==> config.mk <==
export PLATFORM = sky130hd
export DESIGN_NAME = calc_alu
export DESIGN_NICKNAME = d
export VERILOG_FILES = /design/src/rtl/calc_alu.sv
export SDC_FILE = /design/constraint.sdc
export NUM_CORES = 1
export LEC_CHECK = 0
export CAP_MARGIN = 20
export CORE_MARGIN = 1.5
export CORE_UTILIZATION = 45
export CTS_CLUSTER_SIZE = 20
export DETAILED_ROUTE_END_ITERATION = 10
export HOLD_SLACK_MARGIN = 0.1
export MAX_ROUTING_LAYER = met4
export PLACE_DENSITY_LB_ADDON = 0.15
export SLEW_MARGIN = 40
export SYNTH_ARGS = -nofsm -noshare
export SYNTH_HDL_FRONTEND = slang
export SYNTH_SLANG_ARGS = --single-unit
==> constraint.sdc <==
create_clock -name clk -period 2.5 [get_ports clk]
set_clock_uncertainty 0.1 [all_clocks]
set_input_delay 0.5 -clock clk [delete_from_list [all_inputs] [get_ports clk]]
set_output_delay 0.5 -clock clk [all_outputs]
set_load 0.005 [all_outputs]
==> src/rtl/calc_alu.sv <==
// Multi-operation arithmetic unit (add, sub, iterative mul/div) for the UART calculator.
// Define CALC_ALU_DIV_EN to compile in the restoring divider; otherwise DIV reports an error.
module calc_alu #(
    parameter int WIDTH = 16
) (
    input  logic                 clk,
    input  logic                 n_rst,
    input  logic                 parser_done,
    input  logic [1:0]           op,
    input  logic [WIDTH-1:0]     src1,
    input  logic [WIDTH-1:0]     src2,
    output logic                 busy,
    output logic                 calc_done,
    output logic [2*WIDTH-1:0]   calc_res,
    output logic                 calc_err
);

    localparam int CW = $clog2(WIDTH);

    typedef enum logic [1:0] {
        ST_IDLE = 2'd0,
        ST_RUN  = 2'd1,
        ST_DONE = 2'd2
    } state_t;

    state_t               state_r;
    logic                 pd_r;
    logic [1:0]           op_r;
    logic [WIDTH-1:0]     a_r;
    logic [WIDTH-1:0]     b_r;
    logic [CW-1:0]        cnt_r;
    logic [2*WIDTH-1:0]   acc_r;

    logic                 start_s;
    logic                 last_s;
    logic                 fin_s;
    logic                 err_s;
    logic [2*WIDTH-1:0]   res_s;
    logic [2*WIDTH-1:0]   acc_nxt_s;
    logic [WIDTH:0]       mul_sum_s;
`ifdef CALC_ALU_DIV_EN
    logic [WIDTH:0]       div_trial_s;
    logic                 div_ge_s;
    logic [WIDTH-1:0]     div_rem_s;
`endif

    assign start_s = parser_done & ~pd_r & ~busy;
    assign last_s  = (cnt_r == CW'(WIDTH - 1));

    // One iteration step of the selected operation and the completion result.
    // acc_r holds {high, low}: for MUL the low half is the shrinking multiplier,
    // for DIV it is {remainder, dividend/quotient} as bits shift through.
    always_comb begin
        fin_s     = 1'b0;
        err_s     = 1'b0;
        res_s     = {(2*WIDTH){1'b0}};
        acc_nxt_s = acc_r;
        mul_sum_s = {1'b0, acc_r[2*WIDTH-1:WIDTH]}
                  + (acc_r[0] ? {1'b0, a_r} : {(WIDTH+1){1'b0}});
`ifdef CALC_ALU_DIV_EN
        div_trial_s = acc_r[2*WIDTH-1:WIDTH-1];
        div_ge_s    = (div_trial_s >= {1'b0, b_r});
        if (div_ge_s) begin
            div_rem_s = WIDTH'(div_trial_s - {1'b0, b_r});
        end else begin
            div_rem_s = div_trial_s[WIDTH-1:0];
        end
`endif
        case (op_r)
            2'd0: begin
                fin_s = 1'b1;
                res_s = {{(WIDTH-1){1'b0}}, ({1'b0, a_r} + {1'b0, b_r})};
            end
            2'd1: begin
                fin_s = 1'b1;
                res_s = {{WIDTH{1'b0}}, a_r} - {{WIDTH{1'b0}}, b_r};
            end
            2'd2: begin
                acc_nxt_s = {mul_sum_s, acc_r[WIDTH-1:1]};
                if (last_s) begin
                    fin_s = 1'b1;
                    res_s = acc_nxt_s;
                end else begin
                    fin_s = 1'b0;
                end
            end
            2'd3: begin
`ifdef CALC_ALU_DIV_EN
                if (b_r == {WIDTH{1'b0}}) begin
                    fin_s = 1'b1;
                    err_s = 1'b1;
                    res_s = {(2*WIDTH){1'b1}};
                end else begin
                    acc_nxt_s = {div_rem_s, acc_r[WIDTH-2:0], div_ge_s};
                    if (last_s) begin
                        fin_s = 1'b1;
                        res_s = acc_nxt_s;
                    end else begin
                        fin_s = 1'b0;
                    end
                end
`else
                fin_s = 1'b1;
                err_s = 1'b1;
                res_s = {(2*WIDTH){1'b1}};
`endif
            end
            default: begin
                fin_s = 1'b1;
                err_s = 1'b1;
                res_s = {(2*WIDTH){1'b1}};
            end
        endcase
    end

    // Control FSM, operand latches and registered outputs.
    always_ff @(posedge clk or negedge n_rst) begin
        if (!n_rst) begin
            state_r   <= ST_IDLE;
            pd_r      <= 1'b0;
            op_r      <= 2'd0;
            a_r       <= {WIDTH{1'b0}};
            b_r       <= {WIDTH{1'b0}};
            cnt_r     <= {CW{1'b0}};
            acc_r     <= {(2*WIDTH){1'b0}};
            busy      <= 1'b0;
            calc_done <= 1'b0;
            calc_res  <= {(2*WIDTH){1'b0}};
            calc_err  <= 1'b0;
        end else begin
            pd_r      <= parser_done;
            calc_done <= 1'b0;
            case (state_r)
                ST_IDLE, ST_DONE: begin
                    if (start_s) begin
                        op_r    <= op;
                        a_r     <= src1;
                        b_r     <= src2;
                        cnt_r   <= {CW{1'b0}};
                        acc_r   <= (op == 2'd3) ? {{WIDTH{1'b0}}, src1}
                                                : {{WIDTH{1'b0}}, src2};
                        busy    <= 1'b1;
                        state_r <= ST_RUN;
                    end else begin
                        state_r <= ST_IDLE;
                    end
                end
                ST_RUN: begin
                    acc_r <= acc_nxt_s;
                    cnt_r <= cnt_r + CW'(1);
                    if (fin_s) begin
                        calc_res  <= res_s;
                        calc_err  <= err_s;
                        calc_done <= 1'b1;
                        busy      <= 1'b0;
                        state_r   <= ST_DONE;
                    end else begin
                        state_r   <= ST_RUN;
                    end
                end
                default: begin
                    busy    <= 1'b0;
                    state_r <= ST_IDLE;
                end
            endcase
        end
    end

endmodule
==> flow_metrics.tcl, run 1 <==
set metrics [dict create \
    postLayoutCoreUtil_pct 64.49 \
    wirelength_mm 23.88 \
    tightest_slew_ns 0.6691 \
    dpl_worst_slack_ns -0.2861 \
    synth_area_leaders "dfrtp_1 (38%), ha_1 (8.7%), nand2_1 (5.9%), a21oi_1 (5.7%), o21ai_0 (5.2%)" \
    drive_gt1_share_pct 26.57 \
    max_freq_mhz 368.9 \
    io_buffers 71 \
    r2r_slack_ns -0.21 \
    ys_warn_count 0 \
    ys_types 62 \
    cts_buffers 9 \
    violations "setup timing" \
    critPathKind "flop to flop" \
    multi_input_area_um2 4609 \
    cts_tree "done" \
    ant_nets 0 \
    setup_slack_ns -0.2109 \
    finalPower_mw 15.46 \
    ir_drop_mv 0.9821 \
    yosysSeqAreaShare_pct 37.93 \
    regArea_um2 2678 \
    arrival_ns 2.87 \
    post-route-period-util_pct 108.4 \
    dpl_cell_area_um2 8762 \
    synth_commonest_cells "nand2_1 (111), dfrtp_1 (107), a21oi_1 (80)" \
    maxCapViolCount 0 \
    grt-ovfl-total 0 \
    syn_to_final_growth_pct 39.40 \
    hp-class "input port to async pin" \
    num_vias 7063 \
    routed_via_density 5.808 \
    synth_enable_flop_cells 0 \
    boundaryPins 72 \
    drt-initial-drc-count 479 \
    worst_setup_path_end_kind "flop" \
    stdcell_count 1216 \
    rsz0062_at_grt "true" \
    cts-root-buf "clkbuf_16" \
    clk_latency_ns 0.38 \
    rows 45 \
    synth_top_cell_area_share_pct 37.93 \
    path_clk_slew_ns 0.09 \
    finalWorstPathRequiredPeriod_ns 2.711 \
    drtPass1Iterations 5 \
    fillCellCount 1296 \
    antenna_cells 0 \
    place_congestion 0.9463 \
    chipWidth_um 128.3 \
    p_per_area_nw_per_um2 1571 \
    antenna_found_initial 0 \
    post-route-drc-count 0 \
    finalHoldViolations 0 \
    wl_per_cell_um 19.64 \
    r2r_start "a_r[0]" \
    synth_cells 827 \
    synth_flop_cell "dfrtp_1" \
    ys_ff_latch 107 \
    dp.cells 1177 \
    core_area_um2 15260 \
    synth_area_um2 7059 \
    cp.required_ns 2.66 \
    grt_max_degree 108 \
    dieArea_um2 16450 \
    async_reset_ff_share_pct 100.0 \
    ctsHtreeMaxLevel 3 \
    track_usage_pct 30.72 \
    outcome "complete, but fails checks" \
    drv_slew 0 \
    crit_start "a_r[0]" \
    die_y_um 128.3 \
    cts.sinks 107 \
    max_slew_margin_pct 55.29 \
    initial_core_util_pct 46.26 \
    synth_area_leader_cell "dfrtp_1" \
    ctsLongestPathBuffers 2 \
    synth_most_common_cell "nand2_1" \
    fin_nets 1089 \
    crit_fanout 3 \
    grt_pass1_vias 6783 \
    p_leak_nw 4.342 \
    dpl.hpwl_mm 17.36 \
    syn_nets 916 \
    fin_area_um2 9841 \
    final-setup-viol-count 23 \
    grt_pass1_wl_mm 37.36 \
    syn_area_per_cell_um2 8.536 \
    cp-start-kind "flop" \
]
metal layers:
layer  track usage [%]  wire, um  up-vias
li1                  -         -     3284
met1             41.97     10700     3439
met2             47.28     11070      299
met3             3.255      1387       41
met4             11.70       718        0
met5                 -         0        -
final timing paths:
check	cells after the start	end
worst min-delay path	2	calc_res[31]
worst min register to register	2	calc_res[16]
max in group asynchronous	2	cnt_r[3]
min in group clk	2	calc_res[16]
worst max register to register	12	calc_res[14]
worst max-delay path	12	calc_res[14]
power breakdown:
part           internal, mW  switching (mW)  total, mW
Clock                 0.752           0.849       1.60
Combinational          5.13            5.62       10.8
Sequential             2.51           0.594       3.10
repair_timing:
action | in CTS | in global routing
gates resized for setup | 57 | 65
hold endpoints to repair | 0 | 0
gates cloned | 0 | 0
pin swaps | 23 | 28
setup buffers | 14 | 15
hold buffers | 0 | 0
endpoints found under the setup margin | 34 | 37
layout by cell type (no fill, tap or decap), types with 8 or more instances in the layout:
cell               n
a21o_1            12
ha_4               8
o21ai_1           17
a21oi_1           66
a22o_1            14
a21oi_2           10
nor3_1            11
nand2b_1          10
buf_4            132
ha_1              39
xnor2_1           16
nand2_1          109
nor2_1            44
and2_1            12
dfrtp_1          107
inv_1             33
o21a_1            10
nand3_1           24
clkdlybuf4s50_1   70
o21ai_0           65
mux2_2            16
clkbuf_16          9
sequential cells by signal, indices dropped and copies added (netlist names):
name and flops:
acc_r 32, b_r 16, busy 1, cnt_r 4, pd_r 1, calc_res 32, state_r 1, calc_err 1
calc_done 1, op_r 2, a_r 16
cell families (layout without fill, tap and decap cells):
| logic type | after synthesis | count (layout) | synth area share [%] |
|---|---|---|---|
| xor gates and xnor gates | 27 | 27 | 3.350 |
| adders and majority gates | 52 | 52 | 9.536 |
| AOI/OAI and AO/OA | 275 | 275 | 24.28 |
| buffers and inverters | 87 | 265 | 4.821 |
| and+or+nand+nor | 256 | 256 | 16.54 |
| DFF | 107 | 107 | 37.93 |
| muxes | 23 | 23 | 3.545 |
cell type report:
| class | instances | area share, % |
|---|---|---|
| Multi-Input combinational cell | 633 | 46.84 |
| Tap cell | 211 | 2.683 |
| Sequential cell | 107 | 27.21 |
| Timing Repair Buffer | 211 | 18.40 |
| Clock buffer | 9 | 2.289 |
| Inverter | 38 | 1.475 |
| Clock inverter | 7 | 1.106 |
per-stage QoR:
step,TNS (ns),hold slack (ns)
final,-3.252,0.07411
after global routing,-6.433,0.1381
after CTS,-1.986,0.1203
after detailed placement,-5.467,0.3753
after global placement,-4.370,0.3691
after floorplan,0,0.1044
worst max-delay path: stages, from the launching register on:
cell and delay, ns:
dfrtp_1 0.39, buf_4 0.13, buf_6 0.09, ha_4 0.15, inv_2 0.04, fa_2 0.37, nor2_4 0.16, o311ai_4 0.10
a211oi_2 0.40, a211oi_2 0.16, mux2i_1 0.18, o2111ai_1 0.14, o22a_1 0.20
No activity file was read; power rests on OpenSTA's default activity.
==> run 2: changes to the inputs <==
--- a/config.mk
+++ b/config.mk
@@ -13,7 +13,8 @@
 export HOLD_SLACK_MARGIN = 0.1
 export MAX_ROUTING_LAYER = met4
 export PLACE_DENSITY_LB_ADDON = 0.15
-export SLEW_MARGIN = 40
+export REMOVE_ABC_BUFFERS = 1
+export SLEW_MARGIN = 0
 export SYNTH_ARGS = -nofsm -noshare
 export SYNTH_HDL_FRONTEND = slang
 export SYNTH_SLANG_ARGS = --single-unit
==> flow_metrics.tcl, run 2 (same netlist as run 1, synthesis figures left out) <==
set metrics [dict create \
    max_freq_mhz 372.4 \
    ctsHtreeMaxLevel 3 \
    finalHoldViolations 0 \
    cp-start-kind "flop" \
    drtPass1Iterations 5 \
    place_congestion 0.9139 \
    dpl.hpwl_mm 16.72 \
    hold_path.startpoint "calc_res[18]" \
    critPathKind "flop to flop" \
    ant_nets 0 \
    finalWorstPathRequiredPeriod_ns 2.686 \
    outcome "complete, but fails checks" \
    chipWidth_um 128.3 \
    critPathTopFamily "compound AO/OA/AOI/OAI gates" \
    cpMaxStageDelayCell "dfrtp_1" \
    ir_drop_mv 0.6566 \
    dpl_worst_slack_ns -0.3606 \
    arrival_ns 2.83 \
    drive_gt1_share_pct 27.53 \
    r2r_slack_ns -0.19 \
    crit_top_cell "buf_6" \
    core_area_um2 15260 \
    die_y_um 128.3 \
    layout_common_cells "buf_4 (116), nand2_1 (110), dfrtp_1 (106)" \
    max_slew_margin_pct 59.22 \
    post-route-drc-count 0 \
    tightest_slew_ns 0.6094 \
    fin_nets 1085 \
    initial_core_util_pct 46.26 \
    dieArea_um2 16450 \
    grt-ovfl-total 0 \
    postLayoutCoreUtil_pct 65.19 \
    top_regs "acc_r (32), calc_res (32)" \
    routed_via_density 5.776 \
    maxCapViolCount 0 \
    track_usage_pct 30.37 \
    rsz0062_at_grt "true" \
    crit_chain "ha_4 -> fa_2 -> nor2b_2 -> o211ai_1 -> a211o_2 -> a31oi_4 -> a2111oi_4 -> buf_6 -> buf_6 -> mux2i_1 -> o21ai_1" \
    violations "setup timing" \
    io_buffers 71 \
    cts.sinks 107 \
    drv_slew 0 \
    antenna_cells 0 \
    cts_buffers 9 \
    grt_pass1_wl_mm 37.13 \
    crit_fanout 5 \
    p_per_area_nw_per_um2 1544 \
    grt_max_degree 57 \
    syn_to_final_growth_pct 40.91 \
    hp-class "flop to flop" \
    worst_setup_path_end_kind "flop" \
    path_clk_slew_ns 0.07 \
    regArea_um2 2679 \
    r2r_end "calc_res[25]" \
    cts-root-buf "clkbuf_16" \
    r2r_start "b_r[0]" \
    cp_num_buf_inv 2 \
    hold_depth 2 \
    reg2reg_depth 11 \
    ctsLongestPathBuffers 2 \
    cp.required_ns 2.65 \
    slowest_delay_ns 0.43 \
    final-setup-viol-count 28 \
    wl_per_cell_um 19.92 \
    fillCellCount 1334 \
    num_vias 6989 \
    drt-initial-drc-count 532 \
    post-route-period-util_pct 107.4 \
    wirelength_mm 24.10 \
    grt_pass1_vias 7000 \
    p_leak_nw 4.332 \
    cts_tree "done" \
    finalPower_mw 15.36 \
    antenna_found_initial 0 \
    boundaryPins 72 \
    rows 45 \
    clk_latency_ns 0.36 \
    setup_slack_ns -0.1856 \
    final_common_cell "buf_4" \
    multi_input_area_um2 4747 \
    min_to "calc_res[18]" \
]
## run 2: cell types whose count changed in the layout (fill, tap and decap cells not counted), sizes merged
cell / before / now
dlygate4sd3: 0 / 1
inv: 42 / 40
buf: 141 / 136
clkinv: 3 / 2
clkbuf: 9 / 10
## run 2: per-layer routing
layer | wire length, um | track usage, %
met5 | 0 | -
met4 | 623 | 10.05
met3 | 1401 | 5.843
met2 | 11790 | 47.98
met1 | 10290 | 39.36
## run 2: worst register-to-register path, stage by stage (launching register included)
cell	delay (ns)
dfrtp_1	0.43
ha_4	0.19
fa_2	0.37
nor2b_2	0.16
o211ai_1	0.13
a211o_2	0.37
a31oi_4	0.20
a2111oi_4	0.10
buf_6	0.18
buf_6	0.12
mux2i_1	0.15
o21ai_1	0.09
## run 2: final cells by class
type	count	share of cell area [%]
multi-input combinational	633	47.72
sequential	107	26.93
timing repair buffer	207	18.65
tap	211	2.654
clock buffer	10	2.302
inverter	38	1.459
clock inverter	4	0.2767
## run 2: worst max path at each step
stage	startpoint	end	slack [ns]	cells after the start
after CTS	a_r[0]	calc_res[25]	-0.16	11
final	b_r[0]	calc_res[25]	-0.19	11
after global placement	parser_done	acc_r[0]	-0.28	6
after detailed placement	a_r[0]	calc_res[26]	-0.36	10
after global routing	a_r[0]	calc_res[10]	-0.30	13
after floorplan	busy	acc_r[11]	-5.44	4
## run 2: metrics by stage
stage               TNS (ns)  area [um^2]  hold WS, ns  std cells
finish                -3.069         9947       0.3860       1210
detailed placement    -10.77         8760       0.3746       1174
global route          -6.232         9947       0.4224       1210
floorplan            -329.28         6862       0.1044        778
CTS                   -2.086         9311       0.3913       1198
global placement      -7.438         8760       0.3660       1174
## run 2: what timing repair did
| item | CTS | global route |
|---|---|---|
| pin swaps | 23 | 64 |
| endpoints found under the setup margin | 28 | 37 |
| gates cloned | 1 | 0 |
| hold buffers | 1 | 0 |
| buffers inserted | 9 | 15 |
| resized for setup | 48 | 109 |
| hold endpoints to repair | 31 | 0 |
## run 2: report_power, final
| part | internal, mW | leakage (nW) | switching, mW |
|---|---|---|---|
| clock | 0.671 | 0.129 | 0.689 |
| combinational | 5.21 | 2.87 | 5.61 |
| sequential | 2.52 | 1.33 | 0.665 |
